[src/rtl/clock_divider_controller.sv]
// clock_divider_controller
//   Run-time controller for the board clock divider. Owns the active
//   half-period count and sequences start, stop and rate changes so that
//   clock_signal never produces a runt high phase.
//
// Ports
//   clk_FPGA        : single clock, rising edge
//   reset           : synchronous, active-low
//   enable          : run request (level)
//   cfg_valid       : new half-period offered
//   cfg_half_period : requested half-period in clk_FPGA cycles
//   cfg_ready       : config accepted this cycle if offered (decoded from state)
//   cfg_error       : one-cycle pulse when a zero half-period is accepted
//   clock_signal    : divided clock (registered)
//   tick            : one-cycle pulse on each clock_signal rising edge
//   running         : high in RUN and SWITCH_PENDING
module clock_divider_controller #(
    parameter int unsigned REFERENCE_CLOCK     = 50_000_000,
    parameter int unsigned DEFAULT_FREQUENCY   = 25_000_000,
    parameter int unsigned NBITS_FOR_COUNTER   = 16,
    parameter int unsigned DEFAULT_HALF_PERIOD = REFERENCE_CLOCK / (2 * DEFAULT_FREQUENCY)
) (
    input  logic                         clk_FPGA,
    input  logic                         reset,
    input  logic                         enable,
    input  logic                         cfg_valid,
    input  logic [NBITS_FOR_COUNTER-1:0] cfg_half_period,
    output logic                         cfg_ready,
    output logic                         cfg_error,
    output logic                         clock_signal,
    output logic                         tick,
    output logic                         running
);

    localparam int unsigned W = NBITS_FOR_COUNTER;

    typedef enum logic [1:0] {
        S_IDLE   = 2'd0,
        S_RUN    = 2'd1,
        S_SWITCH = 2'd2,
        S_STOP   = 2'd3
    } state_e;

    state_e         state_q, state_d;
    logic [W-1:0]   counter_q, counter_d;
    logic [W-1:0]   active_h_q, active_h_d;
    logic [W-1:0]   pending_h_q, pending_h_d;
    logic           clk_q, clk_d;
    logic           tick_q, tick_d;
    logic           err_q, err_d;

    // Handshake and terminal-count decode
    logic           accept, accept_nz, accept_zero;
    logic           tc, rise, fall;
    logic [W-1:0]   cnt_adv;
    logic           clk_adv;

    assign accept      = cfg_valid && cfg_ready;
    assign accept_zero = accept && (cfg_half_period == '0);
    assign accept_nz   = accept && (cfg_half_period != '0);

    assign tc      = (counter_q == (active_h_q - W'(1)));
    assign rise    = tc && !clk_q;
    assign fall    = tc &&  clk_q;
    assign cnt_adv = tc ? '0 : (counter_q + W'(1));
    assign clk_adv = clk_q ^ tc;

    // State and datapath registers
    always_ff @(posedge clk_FPGA) begin
        if (!reset) begin
            state_q     <= S_IDLE;
            counter_q   <= '0;
            active_h_q  <= W'(DEFAULT_HALF_PERIOD);
            pending_h_q <= '0;
            clk_q       <= 1'b0;
            tick_q      <= 1'b0;
            err_q       <= 1'b0;
        end else begin
            state_q     <= state_d;
            counter_q   <= counter_d;
            active_h_q  <= active_h_d;
            pending_h_q <= pending_h_d;
            clk_q       <= clk_d;
            tick_q      <= tick_d;
            err_q       <= err_d;
        end
    end

    // Next-state and datapath update
    always_comb begin
        state_d     = state_q;
        counter_d   = counter_q;
        active_h_d  = active_h_q;
        pending_h_d = pending_h_q;
        clk_d       = clk_q;
        tick_d      = 1'b0;
        err_d       = accept_zero;

        case (state_q)
            S_IDLE: begin
                counter_d = '0;
                clk_d     = 1'b0;
                if (accept_nz) begin
                    active_h_d = cfg_half_period;
                end
                if (enable) begin
                    state_d = S_RUN;
                end
            end

            S_RUN: begin
                if (!enable && !clk_q) begin
                    // Low phase may be cut short; a config arriving now applies directly
                    state_d   = S_IDLE;
                    counter_d = '0;
                    clk_d     = 1'b0;
                    if (accept_nz) begin
                        active_h_d = cfg_half_period;
                    end
                end else begin
                    counter_d = cnt_adv;
                    clk_d     = clk_adv;
                    tick_d    = rise;
                    if (accept_nz) begin
                        // SWITCH_PENDING also handles a concurrent stop request
                        pending_h_d = cfg_half_period;
                        state_d     = S_SWITCH;
                    end else if (!enable) begin
                        state_d = fall ? S_IDLE : S_STOP;
                    end
                end
            end

            S_SWITCH: begin
                if (!enable && !clk_q) begin
                    state_d    = S_IDLE;
                    counter_d  = '0;
                    clk_d      = 1'b0;
                    active_h_d = pending_h_q;
                end else begin
                    counter_d = cnt_adv;
                    clk_d     = clk_adv;
                    tick_d    = rise;
                    // New rate starts with the low phase after this falling edge
                    if (fall) begin
                        active_h_d = pending_h_q;
                        state_d    = enable ? S_RUN : S_IDLE;
                    end
                end
            end

            S_STOP: begin
                // Entered only while high, so the next terminal count is the fall
                counter_d = cnt_adv;
                clk_d     = clk_adv;
                if (fall) begin
                    state_d = S_IDLE;
                end
            end

            default: begin
                state_d   = S_IDLE;
                counter_d = '0;
                clk_d     = 1'b0;
            end
        endcase
    end

    // Outputs
    always_comb begin
        cfg_ready    = (state_q == S_IDLE) || (state_q == S_RUN);
        running      = (state_q == S_RUN)  || (state_q == S_SWITCH);
        clock_signal = clk_q;
        tick         = tick_q;
        cfg_error    = err_q;
    end

endmodule

[config.mk]
export PLATFORM = sky130hd
export DESIGN_NAME = clock_divider_controller
export DESIGN_NICKNAME = d
export VERILOG_FILES = /design/src/rtl/clock_divider_controller.sv
export SDC_FILE = /design/constraint.sdc
export NUM_CORES = 1
export LEC_CHECK = 0
export BUFFER_PORTS_ARGS = -buffer_cell sky130_fd_sc_hd__buf_2
export CAP_MARGIN = 5
export CORE_MARGIN = 2
export CORE_UTILIZATION = 25
export DETAILED_ROUTE_END_ITERATION = 10
export PLACE_DENSITY = 0.47
export SKIP_LAST_GASP = 1
export SYNTH_ARGS = -nofsm -noshare
export SYNTH_HDL_FRONTEND = slang
export SYNTH_SLANG_ARGS = --single-unit
[constraint.sdc]
create_clock -name clk_FPGA -period 6.6 [get_ports clk_FPGA]
set_clock_uncertainty 0.1 [all_clocks]
set_input_delay 0.33 -clock clk_FPGA [delete_from_list [all_inputs] [get_ports clk_FPGA]]
set_output_delay 0.33 -clock clk_FPGA [all_outputs]
set_load 0.02 [all_outputs]
# ---- After elaboration in Yosys (flattened, before gate mapping)
# Cells that the tools add are included.
dict set report totals {
  word_cells 61
  out_inout_bits 5
  register_bits 53
}
dict set report classes {
  n_bitwise 4
  reduce_logical 19
  mux 20
  n_eq_ne 9
  addsub 2
}
# cell n
set op_table {}
lappend op_table {{16-bit two-way mux} 6}
lappend op_table {{16-bit case mux with 3 select lines} 2}
lappend op_table {{16-bit by 1-bit adder with 16-bit output (second input constant)} 1}
lappend op_table {{16-bit == test} 1}
lappend op_table {{16-bit zero test} 1}
lappend op_table {{2-bit two-way mux} 8}
lappend op_table {{16-bit nonzero test} 1}
lappend op_table {{16-bit by 1-bit subtractor with 16-bit output (second input constant)} 1}
lappend op_table {{2-bit case mux with 4 select lines} 1}
lappend op_table {{1-bit logical AND} 6}
lappend op_table {{2-bit inequality test (second input constant)} 3}
lappend op_table {{3-bit AND reduction} 2}
lappend op_table {{2-bit == test (second input constant)} 2}
lappend op_table {{4-bit inequality test (second input constant)} 1}
lappend op_table {{4-bit AND reduction} 1}
lappend op_table {{3-bit inequality test (second input constant)} 1}
lappend op_table {{1-bit inverter} 3}
lappend op_table {{1-bit case mux with 3 select lines} 1}
lappend op_table {{3-bit nonzero test} 1}
lappend op_table {{3-bit OR reduction} 1}
lappend op_table {{2-bit by 1-bit == test with 1-bit output (second input constant)} 1}
lappend op_table {{1-bit zero test} 2}
lappend op_table {{2-bit zero test} 1}
lappend op_table {{1-bit logical OR} 2}
lappend op_table {{3 further kinds} 4}

# ---- Depth between registers and ports, before layout
# Gate-level depths: netlist of the first run.
dict set report logic_depth {
  ltp_word 8
  ltp_mapped 14
  depth_no_buf 14
}

# ---- Least setup slack after synthesis of the first run
# No wires, ideal clock.
dict set report synth_path {
  path_type {reg2reg}
  start {register active_h_q[3]}
  end {register state_q[1]}
  setup_slack_ns 3.616
  path_stages_with_launch 13
  setup_time_ns 0.117
  arrival_ns 2.766
  path_buffers 0
  required_ns 6.383
  synth_period_minus_slack_ns 2.984
  path_cell_list {dfxtp_1 -> or4_4 -> or4_4 -> nand3_2 -> o21ai_1 -> nor3b_1 -> and4_1 -> ha_1 -> inv_1 -> a22oi_1 -> nand3_1 -> a31o_1 -> a32o_1}
}
dict set report synth_via {
  elab_chain_cells 8
  elab_cells_between_ends 11
  cone_classes {add/sub (1); eq/ne (3); mux (5); reduce/logical (2)}
}
# item line
set synth_lines {}
lappend synth_lines {{start: declaration} 46} ;# logic [W-1:0] active_h_q, active_h_d;
lappend synth_lines {{start signal: assignment} 73} ;# active_h_q <= W'(DEFAULT_HALF_PERIOD);
lappend synth_lines {{start signal: assignment} 81} ;# active_h_q <= active_h_d;
lappend synth_lines {{16-bit by 1-bit subtractor with 16-bit output *} 62} ;# assign tc = (counter_q == (active_h_q - W'(1)));
lappend synth_lines {{16-bit == test *} 62}
lappend synth_lines {{1-bit logical AND *} 64} ;# assign fall = tc && clk_q;
lappend synth_lines {{2-bit two-way mux} 129} ;# state_d = fall ? S_IDLE : S_STOP;
lappend synth_lines {{2-bit two-way mux} 128} ;# end else if (!enable) begin
lappend synth_lines {{2-bit two-way mux} 124} ;# if (accept_nz) begin
lappend synth_lines {{2-bit two-way mux} 112} ;# if (!enable && !clk_q) begin
lappend synth_lines {{2-bit case mux with 4 select lines} 99} ;# case (state_q)
lappend synth_lines {{end signal: assignment} 79} ;# state_q <= state_d;
lappend synth_lines {{end: declaration} 44} ;# state_e state_q, state_d;
# Mark *: on every way between the ends. The rest lies on a longest branch, timed or not. The select of a mux whose other input is x is not followed.
# A chain may end at the register's enable or synchronous reset.

# ---- Worst setup path in the final report of the first run
# Same ends and word-level chain as after synthesis.

==> flow_summary.rst, run 1 <==
.. list-table::
   :header-rows: 1

   * - Metric
     - Value
   * - Run status
     - finished, final reports clean
   * - Vias after detailed routing
     - ~2600
   * - Start-to-end type of the worst setup path
     - reg -> reg
   * - Die boundary height
     - 118 um
   * - Number of warning messages in the yosys log
     - 0
   * - Num Clock Sinks
     - 53
   * - Endpoint kind of the worst setup timing path
     - flop
   * - Pleak
     - 1.45 nW
   * - Category of the worst setup path launch point
     - flop
   * - Post-layout nets
     - slightly above 400
   * - Routed wire length on met3
     - about 250 um
   * - Total routed wire length on the met1 layer
     - about 3.8 mm
   * - Final RePlAce weighted congestion
     - 0.841
   * - Number of distinct standard cells referenced by the synthesized netlist
     - 58
   * - Max-slew violation count
     - 0
   * - Endpoint arrival time on the critical path
     - 3.57 ns
   * - Total power density per cell area
     - about 320 nW/um^2
   * - Number of buffers inserted by port buffering
     - 24
   * - Post-route ant nets
     - 0
   * - WL/cell
     - around 14 um
   * - Setup-violating endpoint count in the final report
     - 0
   * - Sequential cell area fraction in the yosys report
     - 0.325
   * - Least-Margin Pin Slew
     - 1.10 ns
   * - Number of cells upsized or downsized after cts
     - 0
   * - Maximum buffer depth of the clock tree
     - 2
   * - Hold/Removal Path Class
     - in -> reg
   * - Clock transition time at the flip-flop clock pins of the worst setup and hold paths
     - roughly 0.070 ns
   * - Clock root buffer master
     - clkbuf_16
   * - Asr flop ratio synth
     - 0
   * - Setup TNS after final layout
     - 0 ns
   * - Max-capacitance violation count
     - 0
   * - Required time of the critical path
     - roughly 6.7 ns
   * - Leading register cell type out of synthesis
     - dfxtp_1
   * - Area growth, synth to finish
     - 12.8%
   * - DR WL met2
     - roughly 3.4 mm
   * - R2R cell count
     - 10
   * - Residual overflow from global routing
     - 0
   * - Post-route fraction of the period consumed by the critical path
     - 0.526
   * - Floorplan die width
     - 118 um
   * - Setup repair after global routing missed its margin
     - no
   * - Area enclosed by the die boundary
     - ~14000 sq um
   * - Core area
     - roughly 13000 sq um
   * - Post-layout total power
     - between 1 and 1.5 mW
   * - Mean Syn Cell Area
     - between 8 and 9 sq um
   * - Post-layout util
     - 0.291
   * - Achievable Freq
     - 288 MHz
   * - Antenna cells
     - 0
   * - Count of endpoints failing hold in the final timing report
     - 0
   * - Synth area leader
     - dfxtp_1
   * - WL final
     - approximately 7.6 mm
   * - Crit path time final
     - about 3.5 ns
   * - Maximum number of pins on one net before global-route repair
     - 40
   * - Hold bufs inserted after CTS
     - 0
   * - Total iterations of the first detailed-routing run
     - 4
   * - All-Layer GR Usage
     - 0.112
   * - Cells after synthesis
     - 367
   * - Max Used Layer
     - met4
   * - Top-area cell type share of the netlist area
     - 0.325
   * - Clock latency of the later-clocked register in the worst-skew pair
     - 0.30 ns
   * - Dominant cell by count in the synthesized netlist
     - dfxtp_1
   * - Combined area of all synthesized cells
     - between 3000 and 4000 sq um
   * - Antenna violations before repair
     - 0
   * - Syn nets
     - between 300 and 400
   * - Most area-consuming cells after synthesis
     - dfxtp_1, mux2i_1, mux2_2, xor2_1, nor3b_2
   * - Number of enable-type register cells in the synthesized netlist
     - 0
   * - Number of global-route vias before repair
     - ~2600
   * - Global-route wire length before repair
     - between 10 and 15 mm
   * - H-tree level count
     - 2
   * - Headroom to the max-slew limit
     - 0.261
   * - Clock tree from TritonCTS
     - done
   * - Boundary pin count
     - 25
   * - DRC Markers
     - 0
   * - Most instantiated cells after synthesis
     - dfxtp_1, nor2_1, mux2i_1
   * - Initial DRC count
     - about 110
   * - Starting density of the core
     - 0.258
   * - Floorplan row count
     - 41
   * - Vias per Instance
     - 4.69
   * - Maximum VDD drop
     - 0.000121 V
   * - Half-perimeter wire length after detailed placement
     - between 5 and 6 mm
   * - Flops & latches, synth
     - 53
   * - Layout cell share with drive strength beyond 1
     - 0.198
   * - Cells on Worst Hold Path
     - 3
   * - Buffer count from post-CTS setup fixing
     - 0
   * - Max FO, Critical Path
     - 8
   * - CTS buffer count
     - 5
power breakdown:
part,internal [mW],total (mW),switching [mW],leakage [nW]
clock network,0.217,0.348,0.131,0.0938
logic,0.185,0.414,0.229,0.924
registers,0.360,0.423,0.0631,0.431
per-layer routing:
layer	vias to the layer above	track usage
li1	1322	-
met1	1207	0.148
met2	41	0.178
met3	12	0.0251
met4	0	0.0422
met5	-	0
layout make-up:
| cell class | count | area [sq um] |
|---|---|---|
| Sequential cell | 53 | 1060 |
| Inverter | 13 | 48.8 |
| Timing Repair Buffer | 24 | 120 |
| Fill cell | 1361 | 8990 |
| Clock inverter | 3 | 65.1 |
| Multi-Input combinational cell | 281 | 2050 |
| Clock buffer | 5 | 125 |
| Tap cell | 172 | 215 |
metrics by stage:
step	cells	cell area, sq um	worst slack [ns]	hold slack [ns]
2_1_floorplan	367	3270	3.62	0.347
3_3_place_gp	543	3490	3.24	0.375
3_5_place_dp	543	3490	3.16	0.371
4_1_cts	551	3680	3.15	0.157
5_1_grt	551	3680	2.77	0.159
6_report	551	3680	3.13	0.163
cells in the final DEF, fill, tap and decap left out, types with 4 or more instances in the layout:
master,count
xnor2_1,14
nor2_1,31
clkbuf_16,5
ha_1,9
inv_1,13
dfxtp_1,53
nor3_2,4
buf_2,24
o21ai_1,5
nand3_1,18
xor2_1,16
nor3_1,18
nor3b_1,8
and3_1,5
nor4_1,5
nand4_1,6
nor2b_1,17
mux2_2,15
nand2_1,14
mux2i_1,21
nor3b_2,10
and4_1,4
a21oi_1,20
cells by family after synthesis:
kind of cell | share of synthesized area
AO/OA/AOI/OAI | 0.0885
XOR/XNOR | 0.0805
adder cells (fa/ha/maj) | 0.0345
buffers and inverters | 0.0475
flip-flops | 0.325
multiplexers | 0.120
AND/OR/NAND/NOR | 0.305
sequential cells by signal (all words and copies together), names as in the netlist:
| name | flops |
|---|---|
| state_q | 2 |
| cfg_error | 1 |
| active_h_q | 16 |
| clock_signal | 1 |
| pending_h_q | 16 |
| counter_q | 16 |
| tick | 1 |
worst paths after layout:
path	startpoint	slack, ns	end
max	active_h_q[3]$_SDFFE_PN0P_	3.13	state_q[1]$_SDFFE_PN0P_
max reg2reg	active_h_q[3]$_SDFFE_PN0P_	3.13	state_q[1]$_SDFFE_PN0P_
min reg2reg	counter_q[0]$_SDFF_PN0_	0.40	counter_q[0]$_SDFF_PN0_
min	cfg_valid	0.16	cfg_error$_SDFF_PN0_
critical path: stages (launching register included):
cell	delay, ns
dfxtp_1	0.40
nor4_2	0.64
nand4_1	0.31
o311ai_1	0.58
and4_1	0.36
ha_1	0.19
inv_1	0.06
a22oi_1	0.19
nand3_1	0.10
a31o_1	0.23
a32o_1	0.20
(Power assumes the default switching activity.)
==> run 2: changes to the inputs <==
--- a/config.mk
+++ b/config.mk
@@ -10,7 +10,7 @@
 export CORE_MARGIN = 2
 export CORE_UTILIZATION = 25
 export DETAILED_ROUTE_END_ITERATION = 10
-export PLACE_DENSITY = 0.47
+export PLACE_DENSITY = 0.48
 export SKIP_LAST_GASP = 1
 export SYNTH_ARGS = -nofsm -noshare
 export SYNTH_HDL_FRONTEND = slang
==> constraint.sdc (replaced) <==
create_clock -name clk_FPGA -period 2.9 [get_ports clk_FPGA]
set_clock_uncertainty 0.1 [all_clocks]
set_input_delay 0.145 -clock clk_FPGA [delete_from_list [all_inputs] [get_ports clk_FPGA]]
set_output_delay 0.145 -clock clk_FPGA [all_outputs]
set_load 0.02 [all_outputs]
==> flow_summary.rst, run 2 (synthesis gave the netlist of run 1 again) <==
.. list-table::
   :header-rows: 1

   * - Metric
     - Value
   * - Residual overflow from global routing
     - 0
   * - Area used by sequential logic in the layout
     - approximately 1100 sq um
   * - Maximum number of pins on one net before global-route repair
     - 40
   * - Post-route ant nets
     - 0
   * - Crit Reg-Reg Endpoint
     - state_q[1]$_SDFFE_PN0P_
   * - Floorplan row count
     - 41
   * - Highest-utilization routing layer at the global route stage
     - met2
   * - Cells on Worst Hold Path
     - 3
   * - Vias after detailed routing
     - 2779
   * - Maximum VDD drop
     - roughly 0.00027 V
   * - Area of the multi-input gates
     - approximately 2100 sq um
   * - Hold Path Origin
     - cfg_half_period[9]
   * - Boundary pin count
     - 25
   * - Global-route track usage on met3
     - 0.0208
   * - Max-capacitance violation count
     - 0
   * - WL/cell
     - 13.3 um
   * - Critical register-to-register path startpoint
     - active_h_q[3]$_SDFFE_PN0P_
   * - Category of the worst setup path launch point
     - flop
   * - All-Layer GR Usage
     - 0.114
   * - Hold/Removal Path Class
     - in -> reg
   * - Start-to-end type of the worst setup path
     - reg -> reg
   * - Slack of the critical path
     - -0.0433 ns
   * - Setup repair after global routing missed its margin
     - yes
   * - H-tree level count
     - 2
   * - Commonest cells after routing, fill and taps aside
     - dfxtp_1, buf_4, nor2_1
   * - Post-layout util
     - 0.323
   * - Routing usage on met2
     - 0.202
   * - Number of buffers inserted by port buffering
     - 24
   * - Endpoint kind of the worst setup timing path
     - flop
   * - Max-slew violation count
     - 0
   * - Endpoint arrival time on the critical path
     - slightly above 3 ns
   * - Launch point of the critical path
     - active_h_q[3]$_SDFFE_PN0P_
   * - Final Instance Count excl. Fillers
     - about 590
   * - Kind of cell adding the most delay to the critical path
     - simple AND/OR/NAND/NOR gates
   * - Run status
     - complete, but fails checks
   * - Post-Place Worst Slack
     - -0.167 ns
   * - Antenna violations before repair
     - 0
   * - Slowest cell on the critical path
     - or4_4
   * - Total iterations of the first detailed-routing run
     - 4
   * - Final Instance Area
     - 4090 sq um
   * - Vias per Instance
     - approximately 4.7
   * - R2R cell count
     - 12
   * - Starting density of the core
     - 0.258
   * - Count of endpoints failing hold in the final timing report
     - 0
   * - Setup-violating endpoint count in the final report
     - 1
   * - Buf+Inv Stages, Crit Path
     - 2
   * - Violations in the final reports
     - setup timing
   * - Largest stage delay, worst path
     - 0.53 ns
   * - Post-layout nets
     - 450
   * - Final hold slack
     - between 0.03 and 0.04 ns
   * - Depth of the critical timing path with buffers and inverters included
     - 12
   * - CP cell instances
     - or4_4 > buf_4 > nor3_4 > o2bb2ai_1 > and4b_1 > and4_4 > ha_4 > inv_2 > a22oi_2 > nand3_1 > a31o_1 > a32o_1
   * - Post-DP Area
     - about 3800 sq um
   * - Total power density per cell area
     - 694 nW/um^2
   * - Maximum buffer depth of the clock tree
     - 2
   * - Required time of the critical path
     - approximately 3 ns
   * - Achievable Freq
     - ~340 MHz
   * - Antenna cells
     - 0
   * - Area enclosed by the die boundary
     - around 14000 sq um
   * - CTS buffer count
     - 5
   * - DRC Markers
     - 0
   * - WL final
     - 7.88 mm
   * - Least-Margin Pin Slew
     - 0.630 ns
   * - Final RePlAce weighted congestion
     - 0.816
   * - Instance count after placement with tap cells included
     - 580
   * - Crit path time final
     - slightly below 3 ns
   * - GRT met1 Usage
     - 0.144
   * - Die boundary height
     - approximately 120 um
   * - Num Clock Sinks
     - 53
   * - Core area
     - approximately 13000 sq um
   * - Clock transition time at the flip-flop clock pins of the worst setup and hold paths
     - around 0.07 ns
   * - Layout cell share with drive strength beyond 1
     - 0.313
   * - Clock root buffer master
     - clkbuf_16
   * - Setup TNS after final layout
     - -0.0433 ns
   * - Area growth, synth to finish
     - 25.2%
   * - Registers with the highest flip-flop counts
     - active_h_q: 16 flops, counter_q: 16 flops, pending_h_q: 16 flops
   * - Filler Cell Count
     - roughly 1300
   * - Floorplan die width
     - ~120 um
   * - Endpoint, Worst Hold
     - pending_h_q[9]$_SDFFE_PN0P_
   * - Worst R2R Setup Slack
     - -0.04 ns
   * - Global-route wire length before repair
     - about 13 mm
   * - Post-layout total power
     - roughly 2.8 mW
   * - Max FO, Critical Path
     - 3
   * - Number of global-route vias before repair
     - approximately 2900
   * - Clock tree from TritonCTS
     - done
   * - Headroom to the max-slew limit
     - 0.580
   * - Initial DRC count
     - between 150 and 200
   * - Pleak
     - ~1.7 nW
   * - Clock latency of the later-clocked register in the worst-skew pair
     - 0.29 ns
   * - Post-route fraction of the period consumed by the critical path
     - 1.01
   * - Most common cell after layout, fill and taps aside
     - dfxtp_1
   * - Half-perimeter wire length after detailed placement
     - roughly 5.9 mm
==> run 2: timing repair <==
action | in CTS | in global routing
gates cloned | 0 | 0
hold endpoints to repair | 1 | 0
hold buffers | 1 | 0
setup endpoints to repair | 2 | 4
pin swaps | 1 | 3
buffers inserted | 3 | 2
resized for setup | 6 | 11
==> run 2: worst max-delay path by stage <==
stage,endpoint,slack [ns]
after floorplan,state_q[1]$_SDFFE_PN0P_,0.003
after global placement,state_q[1]$_SDFFE_PN0P_,-0.12
after CTS,state_q[1]$_SDFFE_PN0P_,-0.08
after detailed placement,state_q[1]$_SDFFE_PN0P_,-0.17
after global routing,state_q[1]$_SDFFE_PN0P_,-0.16
final,state_q[1]$_SDFFE_PN0P_,-0.04
==> run 2: layout make-up <==
| type | count | area share |
|---|---|---|
| flip-flops and latches | 53 | 0.261 |
| clock buffers | 5 | 0.0306 |
| multi-input cells | 281 | 0.522 |
| well taps | 172 | 0.0526 |
| repair buffers | 67 | 0.115 |
| inverters | 13 | 0.0119 |
| clock inverters | 3 | 0.00642 |
==> run 2: power breakdown <==
| group | switching, mW | total, mW | internal [mW] | leakage, nW |
|---|---|---|---|---|
| clock network | 0.290 | 0.617 | 0.327 | 0.0744 |
| logic | 0.638 | 1.28 | 0.647 | 1.16 |
| registers | 0.113 | 0.937 | 0.824 | 0.432 |
| total | 1.04 | 2.84 | 1.80 | 1.66 |
==> run 2: routing by layer <==
layer / up-vias / wire length (um) / part of all wire
li1: 1410 / - / -
met1: 1323 / 3770 / 0.48
met2: 38 / 3840 / 0.49
met3: 8 / 202 / 0.026
met4: 0 / 74 / 0.0094
met5: - / 0 / 0
==> run 2: worst register-to-register path: cells and delay by family (launching register included) <==
family / cells / cell delay, ns
adders and majority gates: 1 / 0.13
buffers and inverters: 2 / 0.20
and+or+nand+nor: 5 / 1.31
AOI/OAI and AO/OA: 4 / 0.73
DFF: 1 / 0.36
==> run 3: changes to the inputs <==
--- a/config.mk
+++ b/config.mk
@@ -7,7 +7,7 @@
 export LEC_CHECK = 0
 export BUFFER_PORTS_ARGS = -buffer_cell sky130_fd_sc_hd__buf_2
 export CAP_MARGIN = 5
-export CORE_MARGIN = 2
+export CORE_MARGIN = 3
 export CORE_UTILIZATION = 25
 export DETAILED_ROUTE_END_ITERATION = 10
 export PLACE_DENSITY = 0.48
==> constraint.sdc (replaced) <==
create_clock -name clk_FPGA -period 2.4 [get_ports clk_FPGA]
set_clock_uncertainty 0.1 [all_clocks]
set_input_delay 0.12 -clock clk_FPGA [delete_from_list [all_inputs] [get_ports clk_FPGA]]
set_output_delay 0.12 -clock clk_FPGA [all_outputs]
set_load 0.02 [all_outputs]
==> flow_summary.rst, run 3 (synthesis gave the netlist of run 1 again) <==
.. list-table::
   :header-rows: 1

   * - Metric
     - Value
   * - Most common cell after layout, fill and taps aside
     - buf_4
   * - Global-route wire length before repair
     - 14.6 mm
   * - Registers with the highest flip-flop counts
     - active_h_q: 16 flops, counter_q: 16 flops, pending_h_q: 16 flops
   * - Filler Cell Count
     - 1317
   * - Hold/Removal Path Class
     - in -> reg
   * - Cells on Worst Hold Path
     - 3
   * - Endpoint kind of the worst setup timing path
     - flop
   * - Max Used Layer
     - met4
   * - Antenna violations before repair
     - 0
   * - Post-Place Worst Slack
     - -0.604 ns
   * - Slack of the critical path
     - -0.678 ns
   * - Number of buffers inserted by port buffering
     - 24
   * - Layout cell share with drive strength beyond 1
     - 0.386
   * - Num Clock Sinks
     - between 50 and 60
   * - Area growth, synth to finish
     - 39.6%
   * - Maximum VDD drop
     - ~0.00034 V
   * - Setup-violating endpoint count in the final report
     - 36
   * - Total power density per cell area
     - between 800 and 900 nW/um^2
   * - Endpoint, Worst Hold
     - pending_h_q[3]$_SDFFE_PN0P_
   * - Boundary pin count
     - 25
   * - Die boundary height
     - about 120 um
   * - Critical register-to-register path startpoint
     - active_h_q[3]$_SDFFE_PN0P_
   * - H-tree level count
     - 2
   * - Post-layout util
     - 0.360
   * - Start-to-end type of the worst setup path
     - reg -> reg
   * - Count of endpoints failing hold in the final timing report
     - 0
   * - WL/cell
     - between 10 and 15 um
   * - Residual overflow from global routing
     - 0
   * - Required time of the critical path
     - 2.49 ns
   * - Initial DRC count
     - approximately 100
   * - WL final
     - between 8 and 9 mm
   * - Setup repair after global routing missed its margin
     - yes
   * - Crit Reg-Reg Endpoint
     - state_q[1]$_SDFFE_PN0P_
   * - Clock tree from TritonCTS
     - done
   * - Post-layout total power
     - between 3 and 4 mW
   * - Area used by sequential logic in the layout
     - 1070 sq um
   * - Endpoint arrival time on the critical path
     - around 3.2 ns
   * - Post-route ant nets
     - 0
   * - Achievable Freq
     - 325 MHz
   * - Routed wire length on met3
     - around 200 um
   * - Vias per Instance
     - about 4.6
   * - Floorplan row count
     - 41
   * - Commonest cells after routing, fill and taps aside
     - buf_4, dfxtp_1, nor2_1
   * - Run status
     - complete, but fails checks
   * - Pleak
     - 1.92 nW
   * - Antenna cells
     - 0
   * - Headroom to the max-slew limit
     - 0.568
   * - Worst R2R Setup Slack
     - -0.68 ns
   * - DRC Markers
     - 0
   * - Core area
     - roughly 13000 sq um
   * - Total routed wire length on the met1 layer
     - around 4.2 mm
   * - Least-Margin Pin Slew
     - ~0.65 ns
   * - Clock latency of the later-clocked register in the worst-skew pair
     - 0.30 ns
   * - All-Layer GR Usage
     - 0.123
   * - Clock transition time at the flip-flop clock pins of the worst setup and hold paths
     - around 0.080 ns
   * - Maximum number of pins on one net before global-route repair
     - 40
   * - Crit path time final
     - around 3.1 ns
   * - Max FO, Critical Path
     - 2
   * - Max-capacitance violation count
     - 0
   * - Post-route fraction of the period consumed by the critical path
     - 1.28
   * - Final RePlAce weighted congestion
     - 0.857
   * - Hold Path Origin
     - cfg_half_period[3]
   * - Category of the worst setup path launch point
     - flop
   * - Total iterations of the first detailed-routing run
     - 4
   * - R2R cell count
     - 12
   * - Post-layout nets
     - 492
   * - Clock root buffer master
     - clkbuf_16
   * - Floorplan die width
     - ~120 um
   * - Violations in the final reports
     - setup timing
   * - Area enclosed by the die boundary
     - about 14000 sq um
   * - Starting density of the core
     - 0.258
   * - Half-perimeter wire length after detailed placement
     - 6.27 mm
   * - CTS buffer count
     - 5
   * - DR WL met2
     - between 4 and 5 mm
   * - Maximum buffer depth of the clock tree
     - 2
   * - Max-slew violation count
     - 0
   * - Vias after detailed routing
     - around 3000
   * - Area of the multi-input gates
     - 2220 sq um
   * - Number of global-route vias before repair
     - approximately 3000
[run 3: layout make-up]
| cell class | instances | share of cell area |
|---|---|---|
| clock inverter | 3 | 0.00631 |
| timing repair buffer | 109 | 0.187 |
| sequential | 53 | 0.235 |
| clock buffer | 5 | 0.0274 |
| inverter | 13 | 0.0107 |
| multi-input combinational | 281 | 0.487 |
| tap | 172 | 0.0472 |
[run 3: power breakdown]
part / internal [mW] / switching, mW
Clock: 0.401 / 0.378
Combinational: 0.965 / 0.899
Sequential: 0.997 / 0.109
Total: 2.36 / 1.39
[run 3: per-layer routing]
layer	global-route usage	vias to the layer above
met2	0.205	40
met5	0	-
met4	0.0361	0
li1	-	1493
met1	0.162	1403
met3	0.0225	14
[run 3: metrics by stage]
step                setup TNS (ns)  area (sq um)  std cells  hold slack, ns
global route                -14.32          4560        636          0.0121
global placement            -10.61          4080        613           0.265
floorplan                    -2.13          3290        367           0.146
detailed placement          -12.84          4080        613           0.278
CTS                          -7.68          4450        632       0.0000395
finish                      -10.05          4560        636         0.00615
[run 3: worst max-delay path by stage]
stage / slack (ns) / endpoint / startpoint
2_1_floorplan: -0.45 / state_q[1]$_SDFFE_PN0P_ / active_h_q[4]$_SDFFE_PN0P_
6_report: -0.68 / state_q[1]$_SDFFE_PN0P_ / active_h_q[3]$_SDFFE_PN0P_
3_3_place_gp: -0.49 / state_q[1]$_SDFFE_PN0P_ / active_h_q[4]$_SDFFE_PN0P_
4_1_cts: -0.56 / state_q[1]$_SDFFE_PN0P_ / active_h_q[4]$_SDFFE_PN0P_
5_1_grt: -0.73 / state_q[1]$_SDFFE_PN0P_ / active_h_q[3]$_SDFFE_PN0P_
3_5_place_dp: -0.60 / state_q[1]$_SDFFE_PN0P_ / active_h_q[1]$_SDFFE_PN0P_
[run 3: repair_timing]
item                                   4_1_cts  5_1_grt
setup endpoints to repair                   36       36
hold buffers                                 7        0
pin swaps                                    4       26
gates cloned                                 2        0
buffers inserted                             2        4
resized for setup                           21       17
endpoints found under the hold margin        7        0
[run 3: worst max-delay path, stage by stage (launching register included)]
cell and delay [ns]:
dfxtp_4 0.35, or4_4 0.53, or4_4 0.56, nand3_4 0.09
o21ai_2 0.06, nor3b_2 0.16, and4_4 0.25, ha_4 0.13
inv_2 0.04, a22oi_2 0.16, nand3_1 0.10, a31o_1 0.22
a32o_1 0.22
